--- src/rtl/accu_pkg.sv ---
// Shared sizing helpers, frame-length clamp and result-register layout
// for the streaming frame accumulator.
package accu_pkg;

  localparam int DEF_DATA_W = 8;
  localparam int DEF_MAX_N  = 16;

  // Widest possible frame sum: MAX_N * (2^DATA_W - 1) always fits.
  function automatic int sum_width(input int data_w, input int max_n);
    return data_w + $clog2(max_n);
  endfunction

  // Frame-length field must be able to hold MAX_N itself.
  function automatic int cnt_width(input int max_n);
    return $clog2(max_n) + 1;
  endfunction

  // 0 means a single-sample frame; anything above max_n saturates.
  function automatic int clamp_n(input int n_cfg, input int max_n);
    if (n_cfg < 1) return 1;
    if (n_cfg > max_n) return max_n;
    return n_cfg;
  endfunction

  localparam int DEF_SUM_W = sum_width(DEF_DATA_W, DEF_MAX_N);

  // Result register layout for the default configuration.
  typedef struct packed {
    logic [DEF_SUM_W-1:0] sum;
    logic                 vld;
  } result_t;

endpackage

--- src/rtl/accu_out_reg.sv ---
// One-entry result holder: loads a finished frame sum, drains on the
// output handshake and reports when it cannot take a new result.
module accu_out_reg #(
  parameter int SUM_W = 12
) (
  input  logic             clk,
  input  logic             rst_n,
  input  logic             load,
  input  logic [SUM_W-1:0] sum_in,
  input  logic             ready_out,
  output logic [SUM_W-1:0] data_out,
  output logic             valid_out,
  output logic             stall
);

  // NOTE: sequential state uses non-blocking assignments so every flop
  // samples pre-edge values regardless of block evaluation order.
  always_ff @(posedge clk or negedge rst_n) begin
    if (!rst_n) begin
      data_out  <= '0;
      valid_out <= 1'b0;
    end else if (load) begin
      // A load in the same cycle as a consume replaces the result in place.
      data_out  <= sum_in;
      valid_out <= 1'b1;
    end else if (valid_out && ready_out) begin
      valid_out <= 1'b0;
    end
  end

  assign stall = valid_out && !ready_out;

endmodule

--- src/rtl/accu_stream.sv ---
// Streaming accumulator: sums 1..MAX_N unsigned samples per frame and hands
// each frame sum to a backpressured consumer through a one-entry register.
module accu_stream
  import accu_pkg::*;
#(
  parameter  int DATA_W = 8,
  parameter  int MAX_N  = 16,
  localparam int SUM_W  = sum_width(DATA_W, MAX_N),
  localparam int CNT_W  = cnt_width(MAX_N)
) (
  input  logic              clk,
  input  logic              rst_n,
  input  logic [CNT_W-1:0]  n_cfg,
  input  logic              clear,
  input  logic [DATA_W-1:0] data_in,
  input  logic              valid_in,
  output logic              ready_in,
  output logic [SUM_W-1:0]  data_out,
  output logic              valid_out,
  input  logic              ready_out,
  output logic              busy
);

  logic [SUM_W-1:0] acc;
  logic [SUM_W-1:0] sum_next;
  logic [CNT_W-1:0] cnt;
  logic [CNT_W-1:0] n_lat;
  logic [CNT_W-1:0] n_eff;
  logic             last;
  logic             accept;
  logic             stall;
  logic             load;

  assign n_eff    = CNT_W'(clamp_n(int'(n_cfg), MAX_N));
  // First beat decides from the live n_cfg, later beats from the latched length.
  assign last     = (cnt == '0) ? (n_eff == CNT_W'(1)) : (cnt == n_lat - CNT_W'(1));
  assign sum_next = acc + SUM_W'(data_in);
  // Only the closing beat can be held off, and only while the result is stuck.
  assign ready_in = !(last && stall);
  assign accept   = valid_in && ready_in;
  assign load     = accept && last && !clear;
  assign busy     = (cnt != '0);

  always_ff @(posedge clk or negedge rst_n) begin
    if (!rst_n) begin
      acc   <= '0;
      cnt   <= '0;
      n_lat <= '0;
    end else if (clear) begin
      // Abort drops any beat presented alongside it, even a closing one.
      acc <= '0;
      cnt <= '0;
    end else if (accept) begin
      if (cnt == '0) n_lat <= n_eff;
      if (last) begin
        acc <= '0;
        cnt <= '0;
      end else begin
        acc <= sum_next;
        cnt <= cnt + CNT_W'(1);
      end
    end
  end

  accu_out_reg #(
    .SUM_W(SUM_W)
  ) u_out_reg (
    .clk      (clk),
    .rst_n    (rst_n),
    .load     (load),
    .sum_in   (sum_next),
    .ready_out(ready_out),
    .data_out (data_out),
    .valid_out(valid_out),
    .stall    (stall)
  );

endmodule
--- config.mk ---
export PLATFORM = sky130hd
export DESIGN_NAME = accu_stream
export DESIGN_NICKNAME = d
export VERILOG_FILES = /design/src/rtl/accu_pkg.sv /design/src/rtl/accu_out_reg.sv /design/src/rtl/accu_stream.sv
export SDC_FILE = /design/constraint.sdc
export NUM_CORES = 1
export LEC_CHECK = 0
export CAP_MARGIN = 10
export CORE_ASPECT_RATIO = 1.5
export CORE_MARGIN = 2
export CORE_UTILIZATION = 50
export DETAILED_ROUTE_END_ITERATION = 8
export PLACE_DENSITY = 0.84
export SLEW_MARGIN = 10
export SYNTH_ARGS = -nofsm -noshare
export SYNTH_HDL_FRONTEND = slang
export SYNTH_SLANG_ARGS = --single-unit
--- constraint.sdc ---
create_clock -name clk -period 4.5 [get_ports clk]
set_input_delay 0.675 -clock clk [delete_from_list [all_inputs] [get_ports clk]]
set_output_delay 0.675 -clock clk [all_outputs]
set_load 0.03 [all_outputs]
Yosys cells after proc, flatten, opt, wreduce, memory -nomap -nowiden
Cells that the tools add are included.
Word-level totals
  output and inout bits: 15
  logic and storage cells: 43
  flip-flop bits (word level): 35
  input port bits: 18
Operators by class
  bitwise logic cells: 1
  magnitude comparators: 2
  add/subtract/negate cells: 3
  eq/ne operators: 2
  reductions and logical operators: 14
  muxes and demuxes: 16
Operators by type and width (count)
  $mux 12: 3
  $mux 5: 6
  $add 12x8->12: 1
  $mux 1: 7
  $logic_and 1x1->1: 6
  $add 5x1->5 const B: 1
  $eq 5x1->1 const B: 1
  $eq 5x5->1: 1
  $gt 5x5->1 const B: 1
  $logic_not 5->1: 1
  $lt 5x1->1 const B: 1
  $reduce_bool 5->1: 1
  $sub 5x1->5 const B: 1
  $reduce_bool 2->1: 2
  $logic_not 1->1: 3
  $reduce_and 3->1: 1
  $not 1->1: 1

Depth between registers and ports, before layout
Gate-level depths: netlist of run 1.
  word-level depth: 13
  mapped depth: 10
  depth with buffers taken out: 9

Cells and area by module
A second synthesis of run 1 with hierarchy kept.
Unflattened totals
  cell total of the unflattened synthesis: 201
  area, all modules: 2214.6 um^2
Modules (own cells, without submodules)
  accu_stream: area each 1696.6 um^2, sequential area each 550.5 um^2, cells an instance 173, instances 1
  accu_out_reg: area each 518.0 um^2, sequential area each 325.3 um^2, cells an instance 28, instances 1

Worst setup path before layout of run 1
OpenSTA, ideal clock, no wires.
  path type: register to output
  from: register cnt[0]
  to: output port ready_in
  setup slack: 2.022 ns
  cell stages (with the launch flop): 9
  arrival time: 1.803 ns
  required time: 3.825 ns
  cell sequence: dfrtp_1 inv_1 ha_1 or4b_4 buf_6 and2_4 nand3_2 o211a_4 nand2_1
On the way
  cells in the longest elaborated chain, start to end: 4
RTL lines
  from (decl): line accu_stream.sv:26  | logic [CNT_W-1:0] cnt;
  from (signal assigned): line accu_stream.sv:60  | cnt <= cnt + CNT_W'(1);
  $eq 5x5->1 / $logic_not 5->1 (equally long branches): line accu_stream.sv:36  | assign last = (cnt == '0) ? (n_eff == CNT_W'(1)) : (cnt == n_lat - CNT_W'(1));
  $mux 1 *: line accu_stream.sv:36
  $logic_and 1x1->1 *: line accu_stream.sv:39  | assign ready_in = !(last && stall);
  $logic_not 1->1 *: line accu_stream.sv:39
  to (decl): line accu_stream.sv:17  | output logic ready_in,
Every way passes the cells marked *; elsewhere a longest branch is shown, timed or not.

Worst setup path in the final report of run 1
  from: input port n_cfg[1]
  to: output port ready_in
On the way
  cells in the longest elaborated chain, start to end: 9
RTL lines
  from (decl): line accu_stream.sv:13  | input logic [CNT_W-1:0] n_cfg,
  $lt 5x1->1 / $gt 5x5->1 (equally long branches): line accu_pkg.sv:20, accu_pkg.sv:21
  $mux 1 (on tied branches): line accu_pkg.sv:20, accu_pkg.sv:21
  $mux 5 / $mux 1 (equally long branches): line accu_pkg.sv:21  | if (n_cfg > max_n) return max_n;
  $mux 5: line accu_pkg.sv:22  | return n_cfg;
  $mux 5 *: line accu_pkg.sv:21
  $eq 5x1->1 *: line accu_stream.sv:36
  $mux 1 *: line accu_stream.sv:36
  $logic_and 1x1->1 *: line accu_stream.sv:39
  $logic_not 1->1 *: line accu_stream.sv:39
Every way passes the cells marked *; elsewhere a longest branch is shown, timed or not. The select of a mux whose other input is x is not followed.

==> flow_summary_export.csv, run 1 <==
group,metric,value,unit
timing,fmax,296,MHz
cells_and_area,area_delta_synth_final,18.8,%
clock_tree,tritoncts,"built",
route,viasPerCell,5.85,
clock_tree,clock_path_buffers,2,
timing,final_max_slew_viol_count,0,
critical_path,cp.arrival,2700,ps
synth,avgSynthCellArea,11.3,um2
power_and_ir_drop,leakage,1.22,nW
synth,syn_area,2150,um2
clock_tree,clkTransAtPathRegs,60,ps
clock_tree,cts_resized,0,
synth,async_flop_share,100,%
cells_and_area,multi_input_area,1180,um2
floorplanning,die_y,84.4,um
timing,tightest_slew,770,ps
timing,relSlewSlack,48.4,%
floorplanning,core_area,4170,um2
critical_path,required,3830,ps
clock_tree,cts_buffers,5,
grt,grt_pass1_vias,1631,
route,wl_per_cell,15.3,um
route,routed_wirelength,4140,um
cells_and_area,finalCoreUtilization,61.3,%
clock_tree,cts_sinks,35,
placed_design,portBuffers,32,
synth,yosysWarnings,0,
floorplanning,num_rows,29,
cells_and_area,seq_area,876,um2
clock_tree,hold_buffers,0,
timing,setup_violations,0,
route,first_iter_violations,48,
critical_path,path_class,"input pin to output pin",
cells_and_area,final_common_cell,"dfrtp_1",
synth,syn_inst,191,
timing,setup-tns-final,0,ps
placed_design,placement.cell_area,2490,um2
route,ant_nets,0,
synth,ys_seq_area_share,40.7,%
job,cap_violations,0,
timing,rsz0062_at_grt,"no",
critical_path,endpoint_kind,"output pin",
clock_tree,cts_root_buf,"clkbuf_8",
placed_design,place_hpwl,2880,um
critical_path,cp_max_fo,6,
outcome,status,"finished, final reports clean",
route,dr.pass1.iters,4,
clock_tree,post-cts-setup-buffers,0,
floorplanning,start_util,51.6,%
synth,ys_seq_elements,35,
route,vias,1580,
critical_path,regToRegSetupSlack,2060,ps
power_and_ir_drop,max-vdd-ir-drop,0.373,mV
grt,grtUsageTotal,19.0,%
synth,synth.net_count,221,
grt,grt_max_degree,36,
cells_and_area,drive_gt1_share,13.4,%
grt,grt-ovfl-total,0,
floorplanning,die-area,4860,um2
grt,antenna_found_initial,0,
grt,grt_pass1_wl,7280,um
worst_hold_path,hp-class,"flip-flop to flip-flop",
worst_hold_path,holdPathStages,1,
timing,hold_viol,0,
timing,min_period,3380,ps
timing,fin_crit_sh,75.0,%
critical_path,rr_worst_depth,8,
cells_and_area,fin_area,2560,um2
floorplanning,io_pins,33,
route,route.detailed.drc,0,
floorplanning,die_w,57.6,um
cells_and_area,fin_nets,255,
cells_and_area,diodes,0,
placed_design,gp_congestion,0.820,
critical_path,start_kind,"input pin",
clock_tree,clk_latency,280,ps
cells_and_area,fillers,338,
timing,clock_skew,4.24,ps
synth,synthDistinctLibCells,48,
synth,ys.flop_type,"dfrtp_1",
clock_tree,cts.htree.levels,2,
synth,synth_edf_count,0,
power_and_ir_drop,power_density,600,nW/um2
timing,hold_ws,506,ps
cells_and_area,mostFrequentLayoutCells,"dfrtp_1, clkdlybuf4s50_1, inv_1, nor2b_1, ha_1",
## per-stage QoR
step / power, W / setup slack (ps) / std cells
finish: 0.00154 / 1120 / 270
global route: 0.00164 / 979 / 270
CTS: 0.00155 / 1110 / 270
detailed placement: 0.00133 / 1110 / 264
global placement: 0.00131 / 1120 / 264
floorplan: 0.00112 / 2020 / 191
## synthesized netlist by cell type, types with 2 or more instances
master    count  area, um2
dfrtp_1      35        876
ha_1         11        138
inv_1        11       41.3
nor2b_1      11       68.8
a22o_1       10       87.6
xnor2_1      10       87.6
mux2_4        8        120
nor2_1        7       26.3
a21oi_1       6       30.0
mux2_2        5       56.3
nand3_1       5       25.0
o21ai_0       5       25.0
xor2_1        5       43.8
and3_1        4       25.0
buf_6         4       45.0
nand2_1       4       15.0
nor4_1        4       25.0
a211o_1       3       26.3
and3b_1       3       26.3
nand2b_1      3       18.8
nor3_1        3       15.0
o211ai_1      3       22.5
a21o_1        2       15.0
a221o_1       2       20.0
a31o_2        2       17.5
mux2i_1       2       20.0
o21a_1        2       15.0
## per-layer routing
layer	share of wire, %	global-route usage [%]
met5	0	0
met4	2.0	6.98
met3	4.3	3.85
met2	48	30.3
met1	46	25.2
## critical path, cell delays in order
cell and delay (ps):
clkdlybuf4s50_1 440, nor4_1 640, o211a_4 300, nand2_1 60, clkdlybuf4s50_1 590
## state kept, by name (all words and copies together), names as in the netlist
register and count:
n_lat 5, acc 12, u_out_reg.valid_out 1, cnt 5
u_out_reg.data_out 12
## power by group
part	switching (W)	internal (W)	total [W]
Clock	0.000104	0.000103	0.000207
Combinational	0.000438	0.000393	0.000831
Sequential	0.0000786	0.000420	0.000499
## final timing paths
| path | start | end |
|---|---|---|
| setup / recovery | n_cfg[1] | ready_in |
| hold / removal | u_out_reg.data_out[7] | u_out_reg.data_out[7] |
| setup reg to reg | cnt[0] | cnt[2] |
| hold reg to reg | u_out_reg.data_out[7] | u_out_reg.data_out[7] |
| max in group asynchronous | rst_n | cnt[1] |
| min in group asynchronous | rst_n | u_out_reg.data_out[8] |
## area by class of cell
| class | count | area share (%) |
|---|---|---|
| multi-input cells | 139 | 46.3 |
| flip-flops and latches | 35 | 34.2 |
| repair buffers | 33 | 12.8 |
| clock buffers | 6 | 2.84 |
| well taps | 46 | 2.25 |
| inverters | 11 | 1.61 |
## logic make-up (layout without fill, tap and decap cells)
group | after synthesis | after routing | synth area share [%]
compound gates | 45 | 45 | 17.2
xor+xnor | 15 | 15 | 6.10
fa+ha+maj | 12 | 12 | 7.32
buf+inv | 17 | 50 | 4.41
flops | 35 | 35 | 40.7
mux | 15 | 15 | 9.12
simple gates | 52 | 52 | 15.2
No activity file was read; power rests on OpenSTA's default activity.
==> inputs of run 2 (changes only) <==
Settings changed: CORE_UTILIZATION 50 to 49, PLACE_DENSITY 0.84 to 0.85.
Clock period 4.5 ns to 2.76 ns, I/O delays scaled along.
==> run 2 against run 1 <==
Total power up 69%. Routed wire length up 3.2%. Cell area up 2.3%. Cell count up 2.6%. Worst hold slack better by 5.7 ps. Critical path type is now flip-flop to output pin.
==> flow_summary_export.csv, run 2 (synthesis gave the netlist of run 1 again) <==
group,metric,value,unit
outcome,status,"finished, final reports clean",
critical_path,cp_max_fo,7,
timing,final_max_slew_viol_count,0,
route,route.detailed.drc,0,
floorplanning,num_rows,29,
route,wl_met2,2230,um
power_and_ir_drop,pwr-share-clk,14.3,%
route,dr.pass1.iters,4,
timing,rsz0062_at_grt,"no",
critical_path,critPathBufInv,2,
critical_path,cpMaxStageDelayCell,"or4b_4",
cells_and_area,multi_input_area,1180,um2
clock_tree,clock_path_buffers,2,
floorplanning,die_w,58.1,um
timing,tightest_slew,756,ps
timing,relSlewSlack,49.3,%
floorplanning,die-area,4950,um2
timing,clock_skew,2.39,ps
cells_and_area,drive_gt1_share,16.5,%
critical_path,cp_top_family,"simple AND/OR/NAND/NOR gates",
clock_tree,tritoncts,"built",
power_and_ir_drop,p_seq_share,31.4,%
critical_path,critical_path.cell_chain,"inv_1 > ha_1 > or4b_4 > and2_4 > nand3_2 > o211a_4 > nand2_1 > clkdlybuf4s15_1",
cells_and_area,diodes,0,
grt,grt-ovfl-total,0,
power_and_ir_drop,pwr-share-comb,54.3,%
power_and_ir_drop,power_density,990,nW/um2
route,dr_wl_met3,146,um
placed_design,gp_congestion,0.767,
job,cap_violations,0,
route,wl_met1,1820,um
timing,fin_crit_sh,96.0,%
critical_path,endpoint_kind,"output pin",
route,first_iter_violations,64,
worst_hold_path,hp-class,"flip-flop to flip-flop",
cells_and_area,area_delta_synth_final,21.5,%
critical_path,path_class,"flip-flop to output pin",
cells_and_area,fillers,351,
power_and_ir_drop,leakage,1.26,nW
grt,grtUsageTotal,19.1,%
cells_and_area,fin_nets,261,
cells_and_area,seq_area,876,um2
grt,grt_pass1_wl,7240,um
power_and_ir_drop,p_sw,0.00103,W
route,vias,1604,
placed_design,portBuffers,32,
cells_and_area,reg.largest.list,"acc: 12 flops, u_out_reg.data_out: 12 flops",
power_and_ir_drop,swShare,39.8,%
critical_path,required,2350,ps
critical_path,cp.arrival,2230,ps
route,viasPerCell,5.79,
clock_tree,clkTransAtPathRegs,70,ps
cells_and_area,mostFrequentLayoutCells,"dfrtp_1, clkdlybuf4s50_1, inv_1, nor2b_1, ha_1",
cells_and_area,final_common_cell,"dfrtp_1",
grt,grt_max_degree,36,
route,top_layer_used,"met4",
critical_path,max_stage_delay,520,ps
timing,hold_viol,0,
grt,antenna_found_initial,0,
critical_path,start_kind,"flip-flop",
grt,grt_pass1_vias,1658,
floorplanning,start_util,50.8,%
timing,hold_ws,512,ps
clock_tree,clk_latency,280,ps
placed_design,place_hpwl,3180,um
clock_tree,cts.htree.levels,2,
timing,setup-tns-final,0,ps
route,ant_nets,0,
clock_tree,cts_sinks,35,
route,routed_wirelength,4270,um
timing,fmax,378,MHz
clock_tree,hold_buffers,0,
floorplanning,io_pins,33,
timing,setup_violations,0,
clock_tree,cts_root_buf,"clkbuf_8",
power_and_ir_drop,intPower,0.00156,W
floorplanning,die_y,85.2,um
route,wl_per_cell,15.4,um
timing,min_period,2650,ps
floorplanning,core_area,4250,um2
clock_tree,cts_buffers,5,
power_and_ir_drop,max-vdd-ir-drop,0.853,mV
## run 2: timing repair
action	in CTS	in global routing
buffers inserted	0	0
pin swaps	0	0
setup endpoints to repair	1	1
resized for setup	1	2
## run 2: worst reg2reg max path, stage by stage, from the launching register on
cell	delay [ps]
dfrtp_1	420
inv_1	90
ha_1	140
or4b_4	520
and2_4	180
nand3_2	70
o211a_4	150
buf_4	140
nand3_4	230
mux2_4	390
## run 2: final cells by class
class / count / share of cell area (%)
clock buffer: 6 / 3.15
clock inverter: 1 / 0.191
inverter: 11 / 1.58
multi-input combinational: 139 / 45.2
sequential: 35 / 33.4
tap: 46 / 2.20
timing repair buffer: 39 / 14.2
## run 2: final timing paths
kind / startpoint / endpoint / slack, ps / cells past startpoint
min reg2reg: u_out_reg.data_out[7] / u_out_reg.data_out[7] / 510 / 1
min in group asynchronous: rst_n / u_out_reg.data_out[5] / 530 / 2
max reg2reg: cnt[0] / u_out_reg.data_out[10] / 320 / 9
max: cnt[0] / ready_in / 110 / 8
max in group asynchronous: rst_n / u_out_reg.data_out[0] / 1900 / 2
min: u_out_reg.data_out[7] / u_out_reg.data_out[7] / 510 / 1
## run 2: per-layer routing
| metal | vias up | GRT usage, % |
|---|---|---|
| li1 | 775 | - |
| met1 | 791 | 22.2 |
| met2 | 31 | 33.2 |
| met3 | 7 | 4.12 |
| met4 | 0 | 8.03 |
| met5 | - | 0 |
## run 2: metrics by stage
step / total power (W) / utilization (%) / area, um2 / instances / setup slack (ps)
after detailed placement: 0.00223 / 59.6 / 2530 / 270 / 113
after global placement: 0.00220 / 59.6 / 2530 / 270 / 130
after global routing: 0.00277 / 61.7 / 2620 / 277 / 0.960
after floorplan: 0.00183 / - / 2150 / 191 / 492
final: 0.00259 / 61.7 / 2620 / 277 / 111
after CTS: 0.00262 / 61.7 / 2620 / 277 / 67.2
## run 2: power by group through the flow
stage / registers [W] / clock network [W] / logic [W]
floorplan: 0.000930 / 0 / 0.000896
global placement: 0.000816 / 0 / 0.00138
detailed placement: 0.000825 / 0 / 0.00141
CTS: 0.000818 / 0.000387 / 0.00141
global route: 0.000841 / 0.000406 / 0.00153
finish: 0.000815 / 0.000371 / 0.00141
